===== src/rtl/serial_bus_pkg.sv =====
// Shared constants and state encoding for the serial bus initiator port.
package serial_bus_pkg;

    localparam int unsigned DEFAULT_ACK_TIMEOUT = 32;

    localparam logic MODE_ADDR = 1'b0;
    localparam logic MODE_DATA = 1'b1;
    localparam logic RW_WRITE  = 1'b1;
    localparam logic RW_READ   = 1'b0;

    typedef logic [3:0] init_state_e;

    localparam init_state_e StIdle    = 4'd0;
    localparam init_state_e StArb     = 4'd1;
    localparam init_state_e StAddr    = 4'd2;
    localparam init_state_e StAckWait = 4'd3;
    localparam init_state_e StWdata   = 4'd4;
    localparam init_state_e StRdata   = 4'd5;
    localparam init_state_e StSplit   = 4'd6;
    localparam init_state_e StResume  = 4'd7;
    localparam init_state_e StDone    = 4'd8;

    function automatic int unsigned max_u(input int unsigned a, input int unsigned b);
        return (a > b) ? a : b;
    endfunction

endpackage


===== src/rtl/ser_piso.sv =====
// Parallel-in serial-out shifter, LSB first; last flags the final bit of the loaded frame.
module ser_piso #(
    parameter int unsigned WIDTH = 17,
    parameter int unsigned CNT_W = 5
) (
    input  logic             clk,
    input  logic             rst_n,
    input  logic             load,
    input  logic [WIDTH-1:0] load_data,
    input  logic [CNT_W-1:0] load_len,
    input  logic             shift,
    output logic             bit_out,
    output logic             last
);

    logic [WIDTH-1:0] sr_q;
    logic [CNT_W-1:0] cnt_q;
    logic [CNT_W-1:0] len_q;

    always_ff @(posedge clk or negedge rst_n) begin
        if (!rst_n) begin
            sr_q  <= '0;
            cnt_q <= '0;
            len_q <= '0;
        end else if (load) begin
            sr_q  <= load_data;
            cnt_q <= '0;
            len_q <= load_len;
        end else if (shift) begin
            sr_q  <= {1'b0, sr_q[WIDTH-1:1]};
            cnt_q <= cnt_q + CNT_W'(1);
        end
    end

    assign bit_out = sr_q[0];
    assign last    = (cnt_q == len_q - CNT_W'(1));

endmodule


===== src/rtl/serial_init_port.sv =====
// Initiator-side serial bus port: arbitrate, send address/write data, collect read data.
// Optional even parity on every frame when SER_INIT_PARITY_EN is defined.
module serial_init_port
    import serial_bus_pkg::*;
#(
    parameter int unsigned ADDR_W      = 16,
    parameter int unsigned DATA_W      = 8,
    parameter int unsigned ACK_TIMEOUT = DEFAULT_ACK_TIMEOUT
) (
    input  logic              clk,
    input  logic              rst_n,
    input  logic              req_valid,
    output logic              req_ready,
    input  logic              req_rw,
    input  logic [ADDR_W-1:0] req_addr,
    input  logic [DATA_W-1:0] req_wdata,
    output logic              rsp_valid,
    output logic [DATA_W-1:0] rsp_rdata,
    output logic              rsp_err,
    output logic              arb_req,
    input  logic              arb_grant,
    output logic              bus_tx,
    output logic              bus_tx_valid,
    output logic              bus_mode,
    output logic              bus_rw,
    input  logic              bus_rx,
    input  logic              bus_rx_valid,
    input  logic              tgt_ack,
    input  logic              tgt_split
);

`ifdef SER_INIT_PARITY_EN
    localparam int unsigned PAR_BITS = 1;
`else
    localparam int unsigned PAR_BITS = 0;
`endif
    localparam int unsigned FRAME_W = max_u(ADDR_W, DATA_W) + 1;
    localparam int unsigned CNT_W   = $clog2(max_u(ADDR_W, DATA_W) + 2);
    localparam int unsigned TMR_W   = $clog2(ACK_TIMEOUT + 1);

    init_state_e       state_q, state_d;
    logic [ADDR_W-1:0] addr_q;
    logic [DATA_W-1:0] wdata_q;
    logic              rw_q;
    logic [DATA_W-1:0] rdata_q, rdata_d;
    logic              err_q, err_d;
    logic [TMR_W-1:0]  tmr_q, tmr_d;
    logic [CNT_W-1:0]  rx_cnt_q, rx_cnt_d;

    logic               piso_load, piso_bit, piso_last;
    logic [FRAME_W-1:0] piso_data;
    logic [CNT_W-1:0]   piso_len;
    logic [FRAME_W-1:0] addr_frame, data_frame;

    always_comb begin
        addr_frame = FRAME_W'(addr_q);
        data_frame = FRAME_W'(wdata_q);
`ifdef SER_INIT_PARITY_EN
        addr_frame[ADDR_W] = ^addr_q;
        data_frame[DATA_W] = ^wdata_q;
`endif
    end

    always_comb begin
        state_d   = state_q;
        rdata_d   = rdata_q;
        err_d     = err_q;
        tmr_d     = tmr_q;
        rx_cnt_d  = rx_cnt_q;
        piso_load = 1'b0;
        piso_data = addr_frame;
        piso_len  = CNT_W'(ADDR_W + PAR_BITS);
        unique case (state_q)
            StIdle: if (req_valid) begin
                state_d = StArb;
                rdata_d = '0;
                err_d   = 1'b0;
            end
            StArb: if (arb_grant) begin
                state_d   = StAddr;
                piso_load = 1'b1;
            end
            StAddr: if (piso_last) begin
                state_d = StAckWait;
                tmr_d   = '0;
            end
            StAckWait, StResume: begin
                // Ack (or a re-grant after split) starts the data phase; ack beats split.
                if ((state_q == StAckWait && tgt_ack) || (state_q == StResume && arb_grant)) begin
                    state_d   = (rw_q == RW_WRITE) ? StWdata : StRdata;
                    piso_load = (rw_q == RW_WRITE);
                    piso_data = data_frame;
                    piso_len  = CNT_W'(DATA_W + PAR_BITS);
                    tmr_d     = '0;
                    rx_cnt_d  = '0;
                end else if (state_q == StAckWait && tgt_split) begin
                    state_d = StSplit;
                end else if (state_q == StAckWait) begin
                    if (tmr_q == TMR_W'(ACK_TIMEOUT - 1)) begin
                        state_d = StDone;
                        err_d   = 1'b1;
                    end else begin
                        tmr_d = tmr_q + TMR_W'(1);
                    end
                end
            end
            StWdata: if (piso_last) state_d = StDone;
            StRdata: begin
                if (bus_rx_valid) begin
                    tmr_d    = '0;
                    rx_cnt_d = rx_cnt_q + CNT_W'(1);
                    for (int unsigned i = 0; i < DATA_W; i++) begin
                        if (rx_cnt_q == CNT_W'(i)) rdata_d[i] = bus_rx;
                    end
`ifdef SER_INIT_PARITY_EN
                    if (rx_cnt_q == CNT_W'(DATA_W) && bus_rx != ^rdata_q) err_d = 1'b1;
`endif
                    if (rx_cnt_q == CNT_W'(DATA_W + PAR_BITS - 1)) state_d = StDone;
                end else if (tmr_q == TMR_W'(ACK_TIMEOUT - 1)) begin
                    state_d = StDone;
                    err_d   = 1'b1;
                end else begin
                    tmr_d = tmr_q + TMR_W'(1);
                end
            end
            StSplit: if (tgt_ack) state_d = StResume;
            StDone:  state_d = StIdle;
            default: state_d = StIdle;
        endcase
    end

    always_ff @(posedge clk or negedge rst_n) begin
        if (!rst_n) begin
            state_q  <= StIdle;
            addr_q   <= '0;
            wdata_q  <= '0;
            rw_q     <= 1'b0;
            rdata_q  <= '0;
            err_q    <= 1'b0;
            tmr_q    <= '0;
            rx_cnt_q <= '0;
        end else begin
            state_q  <= state_d;
            rdata_q  <= rdata_d;
            err_q    <= err_d;
            tmr_q    <= tmr_d;
            rx_cnt_q <= rx_cnt_d;
            if (state_q == StIdle && req_valid) begin
                addr_q  <= req_addr;
                wdata_q <= req_wdata;
                rw_q    <= req_rw;
            end
        end
    end

    ser_piso #(
        .WIDTH (FRAME_W),
        .CNT_W (CNT_W)
    ) u_piso (
        .clk       (clk),
        .rst_n     (rst_n),
        .load      (piso_load),
        .load_data (piso_data),
        .load_len  (piso_len),
        .shift     (bus_tx_valid),
        .bit_out   (piso_bit),
        .last      (piso_last)
    );

    assign req_ready    = (state_q == StIdle);
    assign rsp_valid    = (state_q == StDone);
    assign rsp_rdata    = rdata_q;
    assign rsp_err      = err_q;
    assign arb_req      = (state_q == StArb) || (state_q == StAddr) || (state_q == StAckWait) ||
                          (state_q == StWdata) || (state_q == StRdata) || (state_q == StResume);
    assign bus_tx_valid = (state_q == StAddr) || (state_q == StWdata);
    assign bus_tx       = bus_tx_valid & piso_bit;
    assign bus_mode     = (state_q == StWdata || state_q == StRdata) ? MODE_DATA : MODE_ADDR;
    assign bus_rw       = arb_req & rw_q;

endmodule


===== config.mk =====
export PLATFORM = sky130hd
export DESIGN_NAME = serial_init_port
export DESIGN_NICKNAME = d
export VERILOG_FILES = /design/src/rtl/serial_bus_pkg.sv /design/src/rtl/ser_piso.sv /design/src/rtl/serial_init_port.sv
export SDC_FILE = /design/constraint.sdc
export NUM_CORES = 1
export LEC_CHECK = 0
export BUFFER_PORTS_ARGS = -buffer_cell sky130_fd_sc_hd__buf_2
export CAP_MARGIN = 20
export CORE_MARGIN = 5
export CORE_UTILIZATION = 45
export DETAILED_ROUTE_END_ITERATION = 12
export HOLD_SLACK_MARGIN = 0.12
export PLACE_DENSITY = 0.69
export SLEW_MARGIN = 0
export SYNTH_ARGS = -nofsm -noshare
export SYNTH_HDL_FRONTEND = slang
export SYNTH_SLANG_ARGS = --single-unit

===== constraint.sdc =====
create_clock -name clk -period 2.5 [get_ports clk]
set_clock_uncertainty 0.05 [all_clocks]
set_input_delay 0.125 -clock clk [delete_from_list [all_inputs] [get_ports clk]]
set_output_delay 0.125 -clock clk [all_outputs]
set_load 0.05 [all_outputs]

==> results of run 1 <==
power groups by stage:
stage	sequential (mW)	clock, mW	combinational (mW)
floorplan	1.81	0	1.76
finish	1.96	1.08	2.09
global route	2.01	1.15	2.32
global placement	1.96	0	2.03
detailed placement	1.98	0	2.07
CTS	1.96	1.11	2.11
state kept, by name, summed over array words and instances, names as in the netlist:
register and cells:
u_piso.len_q 2, rx_cnt_q 5, rsp_rdata 8, wdata_q 8
rsp_err 1, tmr_q 6, state_q 4, rw_q 1
u_piso.cnt_q 5, addr_q 16, u_piso.sr_q 16
cell type report:
class / count / area [sq um] / share of cell area, %
Clock buffer: 12 / 165 / 3.71
Clock inverter: 4 / 73.8 / 1.66
Inverter: 7 / 26.3 / 0.591
Multi-Input combinational cell: 248 / 1670 / 37.6
Sequential cell: 72 / 1800 / 40.5
Tap cell: 102 / 128 / 2.87
Timing Repair Buffer: 83 / 581 / 13.1
per-stage QoR:
stage / setup WS [ps] / util [%]
final: 198 / 57.2
after global routing: 51.0 / 57.2
after CTS: 232 / 57.2
after detailed placement: 242 / 50.8
after global placement: 348 / 50.8
after floorplan: 164 / -
repair_timing:
action | in CTS | in global routing
gates resized for setup | 0 | 0
hold buffers | 26 | 0
hold endpoints to repair | 55 | 0
cell families after synthesis:
kind of cell | after synthesis | synth area share [%]
compound gates | 78 | 14.3
simple gates | 119 | 16.5
flops | 72 | 50.1
buf+inv | 25 | 3.59
mux | 38 | 11.6
fa+ha+maj | 6 | 2.09
xor+xnor | 7 | 1.71
tightest hold or removal path, stage by stage:
cell,delay [ps]
buf_2,100
nand3_1,230
mux2i_1,110
how the worst max path moves through the flow:
stage	start	end	slack, ps	depth (start not counted)
floorplan	state_q[2]$_DFFE_PN0P_	bus_rw	160	5
global placement	state_q[2]$_DFFE_PN0P_	state_q[2]$_DFFE_PN0P_	350	5
detailed placement	state_q[2]$_DFFE_PN0P_	state_q[2]$_DFFE_PN0P_	240	5
CTS	state_q[2]$_DFFE_PN0P_	state_q[2]$_DFFE_PN0P_	230	5
global route	state_q[2]$_DFFE_PN0P_	state_q[2]$_DFFE_PN0P_	50	5
finish	state_q[2]$_DFFE_PN0P_	state_q[2]$_DFFE_PN0P_	200	5
cells in the final DEF, fill, tap and decap left out, types with 7 or more instances in the layout:
| cell | instances |
|---|---|
| a21oi_1 | 19 |
| buf_4 | 8 |
| a31oi_1 | 10 |
| o21ai_0 | 21 |
| nor2_1 | 25 |
| dfrtp_1 | 72 |
| dlygate4sd3_1 | 26 |
| mux2_2 | 25 |
| mux2i_1 | 11 |
| nand2_1 | 48 |
| and3_1 | 7 |
| nand3_1 | 10 |
| buf_2 | 48 |
| a22oi_1 | 8 |
| clkbuf_8 | 12 |
layer usage:
metal  routed length (um)  track usage [%]  vias up
met5                    0                0        -
met4                  155             7.35        0
met3                  388             3.51       15
met2                 3630             26.3       72
met1                 3700             22.5     1347
li1                     -                -     1374
==> flow_summary.json, run 1 <==
{
  "status": "complete, no violations",
  "dr.first_iter.drc_count": 135,
  "nets": 460,
  "io-pin-count": 49,
  "switching_share_pct": 38.9,
  "synth.top_cells.by_area": "dfrtp_1 50%, mux2_2 7.8%, nand2_1 5.0%",
  "synth_edf_count": 0,
  "fillers": 692,
  "yosysMostFrequentCell": "dfrtp_1",
  "slowest_delay_ps": 740,
  "finalHoldViolations": 0,
  "post-route-drc-count": 0,
  "yosysWarnings": 0,
  "irDropWorstVdd_mv": 0.638,
  "synth_cell_types": 54,
  "areaGrowthSynthToFinish_pct": 23.7,
  "rsz0062_at_grt": "no",
  "syn_inst": 345,
  "cts_buffer_depth": 2,
  "critPathBufInv": 0,
  "ys.flop_type": "dfrtp_1",
  "clkTransAtPathRegs_ps": 80,
  "power_leakage_nw": 2.07,
  "p_int_mw": 3.13,
  "clock-sinks": 72,
  "place.gp.congestion": 0.945,
  "dieWidth_um": 99.4,
  "cts_setup_buffers": 0,
  "firstDrtPassIters": 4,
  "crit_type": "reg -> reg",
  "grt_pass1_wl_um": 13300,
  "drv_cap": 0,
  "startpoint_type": "register",
  "crit_family": "simple AND/OR/NAND/NOR gates",
  "drtAntennaViolNets": 0,
  "layout.cells.non_filler": 528,
  "die_h_um": 99.4,
  "via_count": 2808,
  "placedCellCount": 486,
  "min_period_ps": 2300,
  "p_comb_share_pct": 40.7,
  "cts_buffers": 9,
  "yosysSeqAreaShare_pct": 50.1,
  "root_buffer": "clkbuf_8",
  "grt_max_degree": 43,
  "overflow": 0,
  "worstReg2RegEnd": "state_q[2]$_DFFE_PN0P_",
  "synth_nets": 384,
  "rrSetupSlack_ps": 200,
  "min-delay-start": "bus_rx",
  "cp_slowest_cell": "dfrtp_1",
  "drv_slew": 0,
  "critical_path_required_ps": 2710,
  "setup_viol": 0,
  "synth_top_cell_by_area": "dfrtp_1",
  "ys_async_sr_fraction_pct": 100,
  "clock_power_share_pct": 21.1,
  "synth_area_sq_mm": 0.00359,
  "grt.total_usage_pct": 16.8,
  "cp_max_fo": 15,
  "cellPowerDensity_mw_per_mm2": 1150,
  "tightestPinTransition_ps": 720,
  "worstSetupEndpointType": "register",
  "num_antenna_cells": 0,
  "hold_end": "rsp_rdata[6]$_DFFE_PN0P_",
  "antenna_found_initial": 0,
  "dpl.hpwl_um": 5450,
  "viasPerCell": 5.32,
  "switchingPower_mw": 1.99,
  "hold_depth": 3,
  "synthDominantCellAreaShare_pct": 50.1,
  "core_area_sq_mm": 0.00777,
  "crit_arrival_ps": 2510,
  "start_util_pct": 46.3,
  "rows": 32,
  "portBuffers": 48,
  "min_path_type": "in -> reg",
  "final_cell_area_sq_mm": 0.00445,
  "totalPowerFinal_mw": 5.12,
  "finalWirelength_um": 7870,
  "fmax_mhz": 434,
  "seqPwrFrac_pct": 38.2,
  "tritoncts": "yes",
  "relSlewSlack_pct": 52.0,
  "wire_per_inst_um": 14.9,
  "ys_ff_latch": 72,
  "placed_area_sq_mm": 0.00395,
  "insertion_delay_ps": 340,
  "post-route-period-util_pct": 92.1,
  "finalSetupTns_ps": 0,
  "synthTopCellsByCount": "72 x dfrtp_1, 48 x nand2_1, 25 x mux2_2, 25 x nor2_1, 21 x o21ai_0",
  "r2r_cells": 5,
  "crit_chain": "nor3b_4, nand3_1, o221ai_1, nand2b_1, mux2i_1",
  "syn_avg_cell_area_sq_um": 10.4,
  "worstReg2RegStart": "state_q[2]$_DFFE_PN0P_",
  "grt_pass1_vias": 2834,
  "hold_ws_ps": 212,
  "drive_gt1_share_pct": 25.6,
  "htree_levels": 3,
  "dieArea_sq_mm": 0.00987
}
Power figures use the tool's default switching activity.
==> inputs of run 2 (changes only) <==
Clock period 2.5 ns to 2.19 ns, I/O delays scaled along.
==> flow_summary.json, run 2 (same netlist as run 1, synthesis figures left out) <==
{
  "drv_slew": 0,
  "drive_gt1_share_pct": 28.0,
  "min_period_ps": 2040,
  "start_util_pct": 46.3,
  "drtAntennaViolNets": 0,
  "cts_setup_buffers": 0,
  "tightestPinTransition_ps": 665,
  "drv_cap": 0,
  "dieArea_sq_mm": 0.00987,
  "die_h_um": 99.4,
  "fillers": 675,
  "top_regs": "addr_q (16), u_piso.sr_q (16)",
  "clock-sinks": 72,
  "grt_max_degree": 35,
  "final_cell_area_sq_mm": 0.00454,
  "dieWidth_um": 99.4,
  "rrSetupSlack_ps": 150,
  "status": "complete, no violations",
  "grt_pass1_wl_um": 13700,
  "pre_cts_slack_ps": 139,
  "via_count": 2856,
  "post-route-drc-count": 0,
  "final_util_pct": 58.5,
  "firstDrtPassIters": 4,
  "startpoint_type": "register",
  "cellPowerDensity_mw_per_mm2": 1290,
  "root_buffer": "clkbuf_8",
  "r2r_cells": 5,
  "finalSetupTns_ps": 0,
  "totalPowerFinal_mw": 5.84,
  "relSlewSlack_pct": 55.7,
  "rows": 32,
  "placed_area_sq_mm": 0.00407,
  "hold_end": "rsp_rdata[1]$_DFFE_PN0P_",
  "portBuffers": 48,
  "cts_buffer_depth": 2,
  "cp_max_fo": 6,
  "final_cell_mix": "72 x dfrtp_1, 48 x buf_2, 47 x nand2_1",
  "fmax_mhz": 490,
  "finalWirelength_um": 8120,
  "dpl.hpwl_um": 5640,
  "core_area_sq_mm": 0.00777,
  "rsz0062_at_grt": "no",
  "crit_arrival_ps": 2260,
  "insertion_delay_ps": 350,
  "min_path_type": "in -> reg",
  "finalHoldViolations": 0,
  "htree_levels": 3,
  "worstSetupEndpointType": "register",
  "critical_path_required_ps": 2410,
  "final_common_cell": "dfrtp_1",
  "io-pin-count": 49,
  "tritoncts": "yes",
  "viasPerCell": 5.31,
  "wire_per_inst_um": 15.1,
  "post-route-period-util_pct": 93.2,
  "antenna_found_initial": 0,
  "timing.final.ws_setup_ps": 148,
  "startpoint": "state_q[2]$_DFFE_PN0P_",
  "place.gp.congestion": 0.935,
  "worstReg2RegStart": "state_q[2]$_DFFE_PN0P_",
  "crit_type": "reg -> reg",
  "irDropWorstVdd_mv": 0.732,
  "grt_pass1_vias": 2847,
  "power_leakage_nw": 2.11,
  "overflow": 0,
  "num_antenna_cells": 0,
  "min-delay-start": "bus_rx",
  "grt.total_usage_pct": 17.3,
  "areaGrowthSynthToFinish_pct": 26.4,
  "hold_depth": 3,
  "setup_viol": 0,
  "worstReg2RegEnd": "state_q[2]$_DFFE_PN0P_",
  "clkTransAtPathRegs_ps": 80,
  "dr.first_iter.drc_count": 128,
  "cts_buffers": 9,
  "nets": 470
}
-- run 2: cell types whose count changed in the layout (fill, tap and decap cells not counted), sizes merged --
cell	before	now
clkbuf	12	11
inv	8	7
bufinv	2	1
clkinvlp	0	1
buf	57	67
clkinv	1	3
-- run 2: worst max-delay path: stages (launching register included) --
cell	delay (ps)
dfrtp_1	540
nor3b_4	340
nand3_1	280
o221ai_1	330
nand2b_1	240
mux2i_1	200
-- run 2: per-stage QoR --
| step | hold slack (ps) | instances |
|---|---|---|
| 2_1_floorplan | -236 | 345 |
| 3_3_place_gp | 120 | 496 |
| 3_5_place_dp | 123 | 496 |
| 4_1_cts | 155 | 538 |
| 5_1_grt | 186 | 538 |
| 6_report | 167 | 538 |
-- run 2: final cells by class --
type                       count  area [sq um]  share of cell area, %
inverter                       7          26.3                  0.579
clock inverter                 5          56.3                   1.24
sequential                    72          1800                   39.7
timing repair buffer          93           693                   15.3
tap                          102           128                   2.81
multi-input combinational    248          1690                   37.3
clock buffer                  11           141                   3.11
-- run 2: per-layer routing --
layer | wire length, um | up-vias | GRT usage, %
met4 | 144 | 0 | 6.41
met3 | 385 | 13 | 3.86
met1 | 3780 | 1380 | 22.6
li1 | - | 1400 | -
met5 | 0 | - | 0
met2 | 3810 | 63 | 28.3
-- run 2: where the power goes --
group	internal (mW)	total (mW)	switching, mW
Clock	0.556	1.05	0.496
Sequential	1.83	2.19	0.361
Combinational	1.14	2.60	1.46
Total	3.52	5.84	2.32
-- run 2: worst max-delay path by stage --
stage / end / slack, ps / depth (start not counted)
after floorplan: state_q[2]$_DFFE_PN0P_ / 1 / 6
after global placement: tmr_q[0]$_DFFE_PN0P_ / 220 / 4
after detailed placement: tmr_q[5]$_DFFE_PN0P_ / 140 / 5
after CTS: tmr_q[0]$_DFFE_PN0P_ / 120 / 5
after global routing: state_q[2]$_DFFE_PN0P_ / 20 / 5
final: state_q[2]$_DFFE_PN0P_ / 150 / 5
-- run 2: timing repair --
item / CTS / global route
setup endpoints to repair: 0 / 2
gates resized for setup: 0 / 3
hold buffers: 26 / 0
hold endpoints to repair: 48 / 0
